[config.mk]
export PLATFORM = sky130hd
export DESIGN_NAME = reg_writeback_flat
export DESIGN_NICKNAME = d
export VERILOG_FILES = /design/src/rtl/rv_wb_pkg.sv /design/src/rtl/reg_writeback_if.sv /design/src/rtl/load_queue.sv /design/src/rtl/reg_writeback.sv /design/src/flat_wrapper.sv
export SDC_FILE = /design/constraint.sdc
export NUM_CORES = 1
export LEC_CHECK = 0
export ABC_AREA = 1
export BUFFER_PORTS_ARGS = -buffer_cell sky130_fd_sc_hd__buf_2
export CORE_MARGIN = 1
export CORE_UTILIZATION = 55
export CTS_CLUSTER_DIAMETER = 60
export CTS_CLUSTER_SIZE = 8
export DETAILED_ROUTE_END_ITERATION = 7
export HOLD_SLACK_MARGIN = 0.06
export PLACE_DENSITY = 0.83
export SLEW_MARGIN = 20
export SYNTH_ARGS = -nofsm -noshare
export SYNTH_HDL_FRONTEND = slang
export SYNTH_SLANG_ARGS = --single-unit
export TNS_END_PERCENT = 100
[constraint.sdc]
create_clock -name clk -period 6.3 [get_ports clk]
set_input_delay 0.945 -clock clk [delete_from_list [all_inputs] [get_ports clk]]
set_output_delay 0.945 -clock clk [all_outputs]
set_load 0.03 [all_outputs]
[src/rtl/rv_wb_pkg.sv]
// Shared types and helpers for the register-file write-back controller:
// load funct3 codes, datapath widths, load-queue entry and load-data extension.
package rv_wb_pkg;

    localparam int XLEN   = 32;
    localparam int REG_AW = 5;

    localparam logic [2:0] F3_LB  = 3'b000;
    localparam logic [2:0] F3_LH  = 3'b001;
    localparam logic [2:0] F3_LW  = 3'b010;
    localparam logic [2:0] F3_LBU = 3'b100;
    localparam logic [2:0] F3_LHU = 3'b101;

    typedef struct packed {
        logic [REG_AW-1:0] rd;
        logic [2:0]        funct3;
        logic [1:0]        addr_lo;
    } ld_entry_t;

    function automatic logic funct3_known(input logic [2:0] f3);
        return (f3 == F3_LB) || (f3 == F3_LH) || (f3 == F3_LW) ||
               (f3 == F3_LBU) || (f3 == F3_LHU);
    endfunction

    // Unknown load types fall through to the raw word; the caller flags them.
    function automatic logic [XLEN-1:0] load_extend(input logic [2:0]      f3,
                                                    input logic [1:0]      lo,
                                                    input logic [XLEN-1:0] w);
        logic [7:0]  b;
        logic [15:0] h;
        b = w[{lo, 3'b000} +: 8];
        h = lo[1] ? w[31:16] : w[15:0];
        case (f3)
            F3_LB:   return {{24{b[7]}}, b};
            F3_LH:   return {{16{h[15]}}, h};
            F3_LBU:  return {24'h0, b};
            F3_LHU:  return {16'h0, h};
            default: return w;
        endcase
    endfunction

endpackage

[src/rtl/reg_writeback_if.sv]
// Bundle of ALU, load-issue, memory-response, decode and register-file signals.
// Handshakes: a transfer happens on a rising edge where valid (alu_valid /
// ld_issue) and ready are both high; ready never depends on valid.
interface reg_writeback_if;
    import rv_wb_pkg::*;

    logic              alu_valid;
    logic              alu_ready;
    logic [REG_AW-1:0] alu_rd;
    logic [XLEN-1:0]   alu_result;
    logic              ld_issue;
    logic              ld_ready;
    logic [REG_AW-1:0] ld_rd;
    logic [2:0]        ld_funct3;
    logic [1:0]        ld_addr_lo;
    logic              mem_rvalid;
    logic [XLEN-1:0]   mem_rdata;
    logic [REG_AW-1:0] rs1;
    logic [REG_AW-1:0] rs2;
    logic              stall;
    logic [REG_AW-1:0] A3;
    logic [XLEN-1:0]   WD3;
    logic              WE3;
    logic              protocol_err;

    modport slave (
        input  alu_valid, alu_rd, alu_result, ld_issue, ld_rd, ld_funct3,
               ld_addr_lo, mem_rvalid, mem_rdata, rs1, rs2,
        output alu_ready, ld_ready, stall, A3, WD3, WE3, protocol_err
    );

    modport master (
        output alu_valid, alu_rd, alu_result, ld_issue, ld_rd, ld_funct3,
               ld_addr_lo, mem_rvalid, mem_rdata, rs1, rs2,
        input  alu_ready, ld_ready, stall, A3, WD3, WE3, protocol_err
    );

endinterface

[src/rtl/load_queue.sv]
// Synchronous FIFO of outstanding load descriptors; push is ignored when full,
// pop is ignored when empty. DEPTH must be a power of two so pointers wrap.
module load_queue
    import rv_wb_pkg::*;
#(
    parameter int DEPTH = 4
) (
    input  logic      clk,
    input  logic      rst,
    input  logic      push_i,
    input  ld_entry_t push_data_i,
    input  logic      pop_i,
    output ld_entry_t head_o,
    output logic      full_o,
    output logic      empty_o
);

    localparam int PW = $clog2(DEPTH);
    localparam int CW = PW + 1;

    ld_entry_t       mem_q [DEPTH];
    logic [PW-1:0]   wr_ptr_q, wr_ptr_d;
    logic [PW-1:0]   rd_ptr_q, rd_ptr_d;
    logic [CW-1:0]   count_q, count_d;
    logic            do_push, do_pop;

    assign full_o  = (count_q == CW'(DEPTH));
    assign empty_o = (count_q == '0);
    assign do_push = push_i && !full_o;
    assign do_pop  = pop_i && !empty_o;
    assign head_o  = mem_q[rd_ptr_q];

    always_comb begin
        wr_ptr_d = wr_ptr_q;
        rd_ptr_d = rd_ptr_q;
        count_d  = count_q;
        if (do_push) wr_ptr_d = wr_ptr_q + 1'b1;
        if (do_pop)  rd_ptr_d = rd_ptr_q + 1'b1;
        case ({do_push, do_pop})
            2'b10:   count_d = count_q + 1'b1;
            2'b01:   count_d = count_q - 1'b1;
            default: count_d = count_q;
        endcase
    end

    always_ff @(posedge clk) begin
        if (rst) begin
            wr_ptr_q <= '0;
            rd_ptr_q <= '0;
            count_q  <= '0;
        end else begin
            wr_ptr_q <= wr_ptr_d;
            rd_ptr_q <= rd_ptr_d;
            count_q  <= count_d;
        end
    end

    always_ff @(posedge clk) begin
        if (do_push) mem_q[wr_ptr_q] <= push_data_i;
    end

endmodule

[src/rtl/reg_writeback.sv]
// Register-file write-side controller: arbitrates load responses and ALU results
// onto the single write port and tracks pending load destinations for stalls.
module reg_writeback
    import rv_wb_pkg::*;
#(
    parameter int LD_DEPTH = 4
) (
    input  logic          clk,
    input  logic          rst,
    reg_writeback_if.slave wb
);

    logic [31:0]       busy_q, busy_d;
    logic              hold_v_q, hold_v_d;
    logic [REG_AW-1:0] hold_rd_q, hold_rd_d;
    logic [XLEN-1:0]   hold_data_q, hold_data_d;
    logic [REG_AW-1:0] a3_q, a3_d;
    logic [XLEN-1:0]   wd3_q, wd3_d;
    logic              we3_q, we3_d;
    logic              err_q, err_d;

    ld_entry_t         push_entry, head;
    logic              lq_full, lq_empty;
    logic              ld_push, ld_pop, alu_acc;
    logic [XLEN-1:0]   ld_data;
    logic              wr_en;
    logic [REG_AW-1:0] wr_rd;
    logic [XLEN-1:0]   wr_data;

    assign wb.ld_ready  = !lq_full && !(busy_q[wb.ld_rd] && (wb.ld_rd != '0));
    // A pending load to the same rd blocks the ALU so writes stay in program order.
    assign wb.alu_ready = !hold_v_q && !(busy_q[wb.alu_rd] && (wb.alu_rd != '0));
    assign wb.stall     = busy_q[wb.rs1] | busy_q[wb.rs2];

    assign ld_push = wb.ld_issue && wb.ld_ready;
    assign ld_pop  = wb.mem_rvalid && !lq_empty;
    assign alu_acc = wb.alu_valid && wb.alu_ready;

    assign push_entry.rd      = wb.ld_rd;
    assign push_entry.funct3  = wb.ld_funct3;
    assign push_entry.addr_lo = wb.ld_addr_lo;

    load_queue #(.DEPTH(LD_DEPTH)) u_load_queue (
        .clk         (clk),
        .rst         (rst),
        .push_i      (ld_push),
        .push_data_i (push_entry),
        .pop_i       (ld_pop),
        .head_o      (head),
        .full_o      (lq_full),
        .empty_o     (lq_empty)
    );

    assign ld_data = load_extend(head.funct3, head.addr_lo, wb.mem_rdata);

    always_comb begin
        wr_en       = 1'b0;
        wr_rd       = '0;
        wr_data     = '0;
        hold_v_d    = hold_v_q;
        hold_rd_d   = hold_rd_q;
        hold_data_d = hold_data_q;
        if (ld_pop) begin
            wr_en   = 1'b1;
            wr_rd   = head.rd;
            wr_data = ld_data;
            if (alu_acc) begin
                hold_v_d    = 1'b1;
                hold_rd_d   = wb.alu_rd;
                hold_data_d = wb.alu_result;
            end
        end else if (hold_v_q) begin
            wr_en    = 1'b1;
            wr_rd    = hold_rd_q;
            wr_data  = hold_data_q;
            hold_v_d = 1'b0;
        end else if (alu_acc) begin
            wr_en   = 1'b1;
            wr_rd   = wb.alu_rd;
            wr_data = wb.alu_result;
        end

        a3_d  = wr_en ? wr_rd : a3_q;
        wd3_d = wr_en ? wr_data : wd3_q;
        we3_d = wr_en && (wr_rd != '0);

        err_d = err_q | (wb.mem_rvalid && lq_empty) |
                (ld_pop && !funct3_known(head.funct3));

        // Clear first so a same-cycle set to the same rd wins.
        busy_d = busy_q;
        if (ld_pop) busy_d[head.rd] = 1'b0;
        if (ld_push && (wb.ld_rd != '0)) busy_d[wb.ld_rd] = 1'b1;
        busy_d[0] = 1'b0;
    end

    always_ff @(posedge clk) begin
        if (rst) begin
            busy_q      <= '0;
            hold_v_q    <= 1'b0;
            hold_rd_q   <= '0;
            hold_data_q <= '0;
            a3_q        <= '0;
            wd3_q       <= '0;
            we3_q       <= 1'b0;
            err_q       <= 1'b0;
        end else begin
            busy_q      <= busy_d;
            hold_v_q    <= hold_v_d;
            hold_rd_q   <= hold_rd_d;
            hold_data_q <= hold_data_d;
            a3_q        <= a3_d;
            wd3_q       <= wd3_d;
            we3_q       <= we3_d;
            err_q       <= err_d;
        end
    end

    assign wb.A3           = a3_q;
    assign wb.WD3          = wd3_q;
    assign wb.WE3          = we3_q;
    assign wb.protocol_err = err_q;

endmodule

[src/flat_wrapper.sv]
// flat-port wrapper written by rule: the top's interface ports become plain ports
module reg_writeback_flat import rv_wb_pkg::*;
#(
    parameter int LD_DEPTH = 4
)
  (clk, rst, wb_alu_valid, wb_alu_rd, wb_alu_result, wb_ld_issue, wb_ld_rd, wb_ld_funct3, wb_ld_addr_lo, wb_mem_rvalid, wb_mem_rdata, wb_rs1, wb_rs2, wb_alu_ready, wb_ld_ready, wb_stall, wb_A3, wb_WD3, wb_WE3, wb_protocol_err);
  reg_writeback_if wb_i ();
  input  logic clk;
  input  logic rst;
  input wire logic [$bits(wb_i.alu_valid)-1:0] wb_alu_valid;
  input wire logic [$bits(wb_i.alu_rd)-1:0] wb_alu_rd;
  input wire logic [$bits(wb_i.alu_result)-1:0] wb_alu_result;
  input wire logic [$bits(wb_i.ld_issue)-1:0] wb_ld_issue;
  input wire logic [$bits(wb_i.ld_rd)-1:0] wb_ld_rd;
  input wire logic [$bits(wb_i.ld_funct3)-1:0] wb_ld_funct3;
  input wire logic [$bits(wb_i.ld_addr_lo)-1:0] wb_ld_addr_lo;
  input wire logic [$bits(wb_i.mem_rvalid)-1:0] wb_mem_rvalid;
  input wire logic [$bits(wb_i.mem_rdata)-1:0] wb_mem_rdata;
  input wire logic [$bits(wb_i.rs1)-1:0] wb_rs1;
  input wire logic [$bits(wb_i.rs2)-1:0] wb_rs2;
  output wire logic [$bits(wb_i.alu_ready)-1:0] wb_alu_ready;
  output wire logic [$bits(wb_i.ld_ready)-1:0] wb_ld_ready;
  output wire logic [$bits(wb_i.stall)-1:0] wb_stall;
  output wire logic [$bits(wb_i.A3)-1:0] wb_A3;
  output wire logic [$bits(wb_i.WD3)-1:0] wb_WD3;
  output wire logic [$bits(wb_i.WE3)-1:0] wb_WE3;
  output wire logic [$bits(wb_i.protocol_err)-1:0] wb_protocol_err;
  assign wb_i.alu_valid = wb_alu_valid;
  assign wb_i.alu_rd = wb_alu_rd;
  assign wb_i.alu_result = wb_alu_result;
  assign wb_i.ld_issue = wb_ld_issue;
  assign wb_i.ld_rd = wb_ld_rd;
  assign wb_i.ld_funct3 = wb_ld_funct3;
  assign wb_i.ld_addr_lo = wb_ld_addr_lo;
  assign wb_i.mem_rvalid = wb_mem_rvalid;
  assign wb_i.mem_rdata = wb_mem_rdata;
  assign wb_i.rs1 = wb_rs1;
  assign wb_i.rs2 = wb_rs2;
  assign wb_alu_ready = wb_i.alu_ready;
  assign wb_ld_ready = wb_i.ld_ready;
  assign wb_stall = wb_i.stall;
  assign wb_A3 = wb_i.A3;
  assign wb_WD3 = wb_i.WD3;
  assign wb_WE3 = wb_i.WE3;
  assign wb_protocol_err = wb_i.protocol_err;
  reg_writeback #(.LD_DEPTH(LD_DEPTH)) u_core (.clk(clk), .rst(rst), .wb(wb_i));
endmodule
==> results.tsv, run 1 <==
stage	metric	value	unit
run_status	status	finished clean	
grt	gr usage total	0.331	
pwr	switching power	1.49	mW
clocking	# clock sinks	157	
die	initial core utilization	0.569	
placed_design	IO buf count	135	
route	WL per Instance	17.1	µm
clocking	CTS tree	yes	
yosys	Post-synth ARST share	0	
sta	Setup TNS	0	ns
grt	met1 Use GR	0.428	
yosys	syn_nets	1371	
critical_path	Critical R2R Launch	u_core.busy_q[23]	
grt	vias in the first global route	8099	
critical_path	Worst EP required	5.35	ns
die	Row Count	45	
placed_design	detailed placer's ending HPWL	19000	µm
finish	fraction of layout instances using a drive strength above 1	0.143	
route	drt drc	0	
critical_path	crit-path max FO	21	
yosys	Synth cell types	45	
sta	Final WS setup	2.47	ns
hold_path	Worst Hold End	u_core.wb.WD3[9]	
placed_design	global placer's final weighted congestion	0.963	
sta	Slew headroom	0.292	
yosys	Syn Area/Cell	6.85	µm²
die	Die Y	128	µm
route	Via density	5.86	
flow_run	Max-cap violations	0	
grt	antenna violations before repair	0	
sta	final hold viol count	0	
yosys	number of synthesized flops with an enable pin	40	
pwr	share of power burned in registers	0.358	
grt	global routing's busiest layer	met2	
yosys	post-synthesis sequential area ratio	0.407	
pwr	Clk pwr share	0.274	
grt	global-route wire length before repair	41800	µm
clocking	Longest Clk Path Bufs	2	
clocking	buffers inserted during post-CTS setup optimization	0	
sta	clock skew	0.00978	ns
grt	GRT met2 Usage	0.531	
sta	Setup violations, final	0	
critical_path	Critical R2R Capture	u_core.hold_data_q[9]	
route	total number of vias	9288	
yosys	main flop type after synthesis	dfxtp_1	
sta	Max Slew Vio Count	0	
clocking	post-CTS resize count	0	
die	die area	16300	µm²
critical_path	Setup crit end kind	primary output	
grt	grt total ovfl	0	
route	Routed Antenna Nets	0	
critical_path	Crit Path Class	in2out	
placed_design	Setup WS pre-CTS	2.34	ns
sta	Period Utilization, post-route	0.609	
finish	fin util	0.646	
pwr	combinational power share	0.368	
clocking	Root Driver	clkbuf_16	
yosys	Yosys warnings	0	
hold_path	min-delay src	u_core.wb.WD3[9]	
yosys	Seq cells post-synth	157	
finish	final net count	1461	
yosys	Gate Count Post-Synth	1271	
yosys	area of the mapped netlist	8710	µm²
finish	synth-to-layout area growth	13.6	%
pwr	P per Cell Area	370	nW/µm²
die	Die Wd	128	µm
critical_path	crit path DAT	2.89	ns
finish	Layout Cell Area excl Fill	9890	µm²
clocking	post-cts hold buffer count	0	
clocking	Clk Latency, worst-skew pair	0.43	ns
route	Post-Route WL	27100	µm
route	DRT iter0 DRCs	1189	
hold_path	Worst Hold Depth	2	
route	count of TritonRoute iterations in the first routing pass	6	
pwr	switching share of power	0.408	
pwr	Internal	2.17	mW
sta	RSZ-0062 raised after global routing	no	
pwr	leakage power	4.27	nW
critical_path	startpoint types	input port	
critical_path	worst reg-to-reg path cell count	16	
sta	Max Freq	261	MHz
sta	Period minus WS final	3.83	ns
clocking	H-tree depth	4	
die	core area	15300	µm²
finish	# fillers	1407	
finish	Ant. Diodes	0	
critical_path	setup slack, reg-to-reg	3.18	ns
die	Ports	136	
placed_design	total placed instance area	9320	µm²
pwr	VDD IR max	0.283	mV
sta	worst hold slack	0.462	ns
clocking	cts bufs inserted	17	
sta	Worst-Margin Slew	1.06	ns
hold_path	Worst Hold Class	reg2reg	
grt	GRT met3 Usage	0.0526	
grt	largest net degree at the start of global routing	55	
clocking	Clock transition at path regs	0.06	ns
-- cells in the mapped netlist, types with 3 or more instances --
| library cell | instances | area share |
|---|---|---|
| inv_2 | 6 | 0.0026 |
| nand2_2 | 7 | 0.0050 |
| edfxtp_1 | 40 | 0.14 |
| dfxtp_1 | 117 | 0.27 |
| inv_1 | 97 | 0.042 |
| mux2i_1 | 4 | 0.0046 |
| ha_1 | 5 | 0.0072 |
| a32o_1 | 3 | 0.0034 |
| a32oi_1 | 5 | 0.0050 |
| o22ai_1 | 14 | 0.010 |
| buf_1 | 5 | 0.0022 |
| o31ai_1 | 3 | 0.0026 |
| o21ai_0 | 128 | 0.074 |
| nand3_1 | 104 | 0.060 |
| o211ai_1 | 3 | 0.0026 |
| buf_4 | 4 | 0.0034 |
| nand2_1 | 337 | 0.15 |
| nand4_1 | 12 | 0.0086 |
| nor2_1 | 127 | 0.055 |
| a31oi_1 | 4 | 0.0029 |
| buf_2 | 10 | 0.0057 |
| buf_6 | 14 | 0.018 |
| a21oi_1 | 118 | 0.068 |
| nor3_1 | 12 | 0.0069 |
| o21ai_1 | 31 | 0.018 |
| clkbuf_1 | 39 | 0.017 |
-- power groups by stage --
stage / Clock (mW) / Sequential, mW / Combinational (mW)
after floorplan: 0 / 1.45 / 0.827
after CTS: 1.01 / 1.31 / 1.33
final: 1.00 / 1.31 / 1.35
after detailed placement: 0 / 1.33 / 1.31
after global routing: 1.05 / 1.32 / 1.48
after global placement: 0 / 1.32 / 1.29
-- layout by cell type, fill, tap and decap left out, drive strengths merged, types with 2 or more instances in the layout --
cell	count
nor3	13
nand2	345
clkinv	5
mux2i	4
clkinvlp	3
a32oi	5
o31ai	3
buf	143
nor2	130
a31oi	4
a32o	3
dfxtp	117
clkbuf	23
a21oi	119
inv	105
edfxtp	40
o21ai	159
ha	5
o211ai	3
nand3	105
o221ai	2
nand4	12
a221oi	2
o22ai	14
o2111ai	2
-- sequential cells by signal (all words and copies together), names as in the netlist, named ones only --
name / cells
u_core.hold_data_q: 32
u_core.u_load_queue.wr_ptr_q: 2
u_core.hold_v_q: 1
u_core.wb.WE3: 1
u_core.u_load_queue.mem_q: 40
u_core.wb.A3: 5
u_core.u_load_queue.rd_ptr_q: 2
u_core.wb.protocol_err: 1
u_core.wb.WD3: 32
u_core.busy_q: 31
u_core.u_load_queue.count_q: 3
u_core.hold_rd_q: 5
-- worst max-delay path, stage by stage --
cell     delay, ns
buf_2         0.29
inv_2         0.15
nand2_1       0.09
nand2_1       0.05
nand2_1       0.05
nand2_1       0.05
nand2_1       0.05
nand2_1       0.05
inv_1         0.04
nand2_1       0.08
a21oi_4       0.18
and2_1        0.55
buf_2         0.31
-- cell type report --
class	instances	area, µm²	share of cell area
Multi-Input combinational cell	937	4380	0.443
Tap cell	211	264	0.0267
Timing Repair Buffer	143	736	0.0744
Clock inverter	9	82.6	0.00835
Inverter	105	395	0.0400
Sequential cell	157	3540	0.358
Clock buffer	23	489	0.0494
-- metal layers --
layer | up-vias | wire length [µm]
li1 | 4427 | -
met1 | 4221 | 10900
met2 | 548 | 12500
met3 | 92 | 2490
met4 | 0 | 1250
met5 | - | 0
-- cells by family (layout without fill, tap and decap cells) --
kind of cell / count (synthesis) / after routing / synth area share
mux: 4 / 4 / 0.00460
compound gates: 320 / 320 / 0.198
flops: 157 / 157 / 0.407
buf+inv: 177 / 280 / 0.0917
fa+ha+maj: 6 / 6 / 0.00948
simple gates: 607 / 607 / 0.290
-- stage by stage --
| step | std cells | power (mW) |
|---|---|---|
| 4_1_cts | 1585 | 3.64 |
| 2_1_floorplan | 1271 | 2.28 |
| 6_report | 1585 | 3.66 |
| 5_1_grt | 1585 | 3.86 |
| 3_5_place_dp | 1553 | 2.64 |
| 3_3_place_gp | 1553 | 2.61 |
-- how the worst max path moves through the flow --
stage | from | cells after the start | slack (ns) | endpoint
2_1_floorplan | wb_rs1[0] | 9 | 3.05 | wb_stall
3_3_place_gp | wb_alu_rd[0] | 18 | 2.41 | u_core.hold_data_q[7]
3_5_place_dp | wb_alu_rd[0] | 18 | 2.34 | u_core.hold_data_q[9]
4_1_cts | wb_alu_rd[0] | 13 | 2.47 | wb_alu_ready
5_1_grt | wb_alu_rd[0] | 13 | 2.23 | wb_alu_ready
6_report | wb_alu_rd[0] | 13 | 2.47 | wb_alu_ready
Note: power is estimated with default switching activity, not from simulation.
==> inputs of run 2 (changes only) <==
- clock period: 6.3 -> 3.6 ns (I/O delays scaled with it)
==> run 2 against run 1 <==
Net effect: global-route usage is 0.46 points higher; die area stayed put; first-iteration DRC count is 6.2% lower; design area is 1.1% higher; routed wire length is 1.0% higher; largest cell class unchanged; power is 78% higher; clock power is 79% higher; final cell count is 0.82% higher; count of clock-buffer cells in the layout is 1 higher.
==> results.tsv, run 2 (synthesized netlist as in run 1, its figures left out) <==
stage	metric	value	unit	change
route	Routed Antenna Nets	0		unchanged
critical_path	crit path cell chain	buf_2 -> inv_2 -> nand2_1 -> nand2_1 -> nand2_1 -> nand2_1 -> nand2_1 -> nand2_1 -> inv_1 -> nand2_1 -> a21oi_4 -> and2_1 -> buf_2		
clocking	post-CTS resize count	0		unchanged
clocking	Clock transition at path regs	0.06	ns	about the same
finish	max reg flops	40		unchanged
finish	Reg with most FFs	u_core.u_load_queue.mem_q		
grt	largest net degree at the start of global routing	66		+20%
grt	grt total ovfl	0		unchanged
placed_design	Setup WS pre-CTS	0.555	ns	-1.78 ns
clocking	Root Driver	clkbuf_16		
sta	Max Slew Vio Count	0		unchanged
critical_path	setup slack, reg-to-reg	0.99	ns	-2.19 ns
die	Row Count	45		unchanged
clocking	Clk Latency, worst-skew pair	0.43	ns	about the same
critical_path	crit-path max FO	21		unchanged
sta	Setup TNS	0	ns	unchanged
sta	Final WS setup	0.654	ns	-1.81 ns
sta	final hold viol count	0		unchanged
die	Ports	136		unchanged
grt	antenna violations before repair	0		unchanged
critical_path	Setup crit end kind	primary output		
clocking	post-cts hold buffer count	0		unchanged
hold_path	Worst Hold Class	in2reg		
grt	vias in the first global route	8257		+2.0%
pwr	P per Cell Area	650	nW/µm²	+76%
finish	commonest cells after routing, fill and taps aside	nand2_1, buf_2, o21ai_0		
critical_path	crit-path max cell delay	0.45	ns	-0.10 ns
critical_path	cell mode on critical path	nand2_1		
route	drt drc	0		unchanged
critical_path	slowest cell on the critical path	and2_1		
die	core area	15300	µm²	unchanged
clocking	Longest Clk Path Bufs	2		unchanged
die	Die Wd	128	µm	unchanged
clocking	cts bufs inserted	17		unchanged
critical_path	critical path startpoint	wb_alu_rd[0]		
finish	area of the multi-input gates	4380	µm²	unchanged
critical_path	worst reg-to-reg path cell count	15		-1
pwr	leakage power	4.34	nW	+1.8%
clocking	CTS tree	yes		
placed_design	global placer's final weighted congestion	0.990		+2.8%
pwr	VDD IR max	0.386	mV	+37%
sta	Worst-Margin Slew	0.731	ns	-0.329 ns
critical_path	Worst EP required	3.06	ns	-2.29 ns
placed_design	detailed placer's ending HPWL	19100	µm	+0.75%
route	DRT iter0 DRCs	1115		-6.2%
die	initial core utilization	0.569		unchanged
sta	clock skew	0.00958	ns	-0.000195 ns
finish	synth-to-layout area growth	14.9	%	
flow_run	Max-cap violations	0		unchanged
critical_path	CP delay by family, top	simple AND/OR/NAND/NOR gates		
route	Via density	5.78		-1.4%
clocking	buffers inserted during post-CTS setup optimization	0		unchanged
finish	fraction of layout instances using a drive strength above 1	0.152		+0.00887
die	die area	16300	µm²	unchanged
run_status	status	finished clean		
critical_path	Crit Path Class	in2out		
die	Die Y	128	µm	unchanged
route	WL per Instance	17.2	µm	+0.20%
grt	global-route wire length before repair	42300	µm	+1.4%
hold_path	min-delay src	wb_ld_funct3[2]		
sta	Max Freq	339	MHz	
critical_path	Critical R2R Capture	u_core.wb.WD3[31]		
clocking	# clock sinks	157		unchanged
placed_design	IO buf count	135		unchanged
route	total number of vias	9232		-0.60%
finish	# fillers	1409		+0.14%
finish	final net count	1473		+0.82%
sta	Setup violations, final	0		unchanged
sta	Period minus WS final	2.95	ns	
sta	Period Utilization, post-route	0.818		
hold_path	Worst Hold Depth	1		-1
finish	most common cell after layout, fill and taps aside	nand2_1		
sta	RSZ-0062 raised after global routing	no		
critical_path	crit path buf inv count	4		unchanged
hold_path	Worst Hold End	u_core.u_load_queue.mem_q[0][4]		
route	count of TritonRoute iterations in the first routing pass	6		unchanged
critical_path	crit path DAT	2.41	ns	-0.48 ns
critical_path	startpoint types	input port		
grt	gr usage total	0.335		+0.00459
route	Post-Route WL	27400	µm	+1.0%
finish	FF/Latch Area	3540	µm²	unchanged
clocking	H-tree depth	4		unchanged
sta	Slew headroom	0.513		+0.221
## run 2: cell types whose count changed in the layout (fill, tap and decap cells not counted), sizes merged
cell and change:
buf +12, clkinvlp -2, diode +1, clkbuf +1, inv +1
## run 2: worst max-delay path by stage
stage                                endpoint  cells after the start
6_report                         wb_alu_ready                     13
5_1_grt                          wb_alu_ready                     13
4_1_cts                          wb_alu_ready                     13
3_5_place_dp   u_core.u_load_queue.count_q[2]                     14
3_3_place_gp   u_core.u_load_queue.count_q[2]                     14
2_1_floorplan  u_core.u_load_queue.count_q[1]                     11
## run 2: report_power, final
| part | internal (mW) | switching (mW) |
|---|---|---|
| Clock | 1.06 | 0.725 |
| Sequential | 2.11 | 0.176 |
| Combinational | 0.689 | 1.74 |
| Total | 3.86 | 2.64 |
## run 2: routing by layer
layer,track usage,up-vias,part of all wire
met5,0,-,0
met4,0.174,0,0.046
met3,0.0601,101,0.094
met2,0.540,528,0.45
met1,0.431,4157,0.41
li1,-,4446,-
## run 2: per-stage QoR
stage                     utilization  instances  instance area (µm²)  hold WS, ns  total power, mW
after floorplan                     -       1271                 8710        0.436             3.99
after global placement          0.614       1565                 9410        0.447             4.65
after detailed placement        0.614       1565                 9410        0.453             4.69
after CTS                       0.653       1597                10000        0.312             6.47
after global routing            0.653       1597                10000        0.316             6.84
final                           0.653       1598                10000        0.317             6.50
## run 2: cell type report
class	instances	share of cell area
diodes	1	0.000250
clock buffers	24	0.0512
clock inverters	8	0.00775
inverters	105	0.0395
multi-input cells	937	0.438
flip-flops and latches	157	0.354
well taps	211	0.0264
repair buffers	155	0.0826
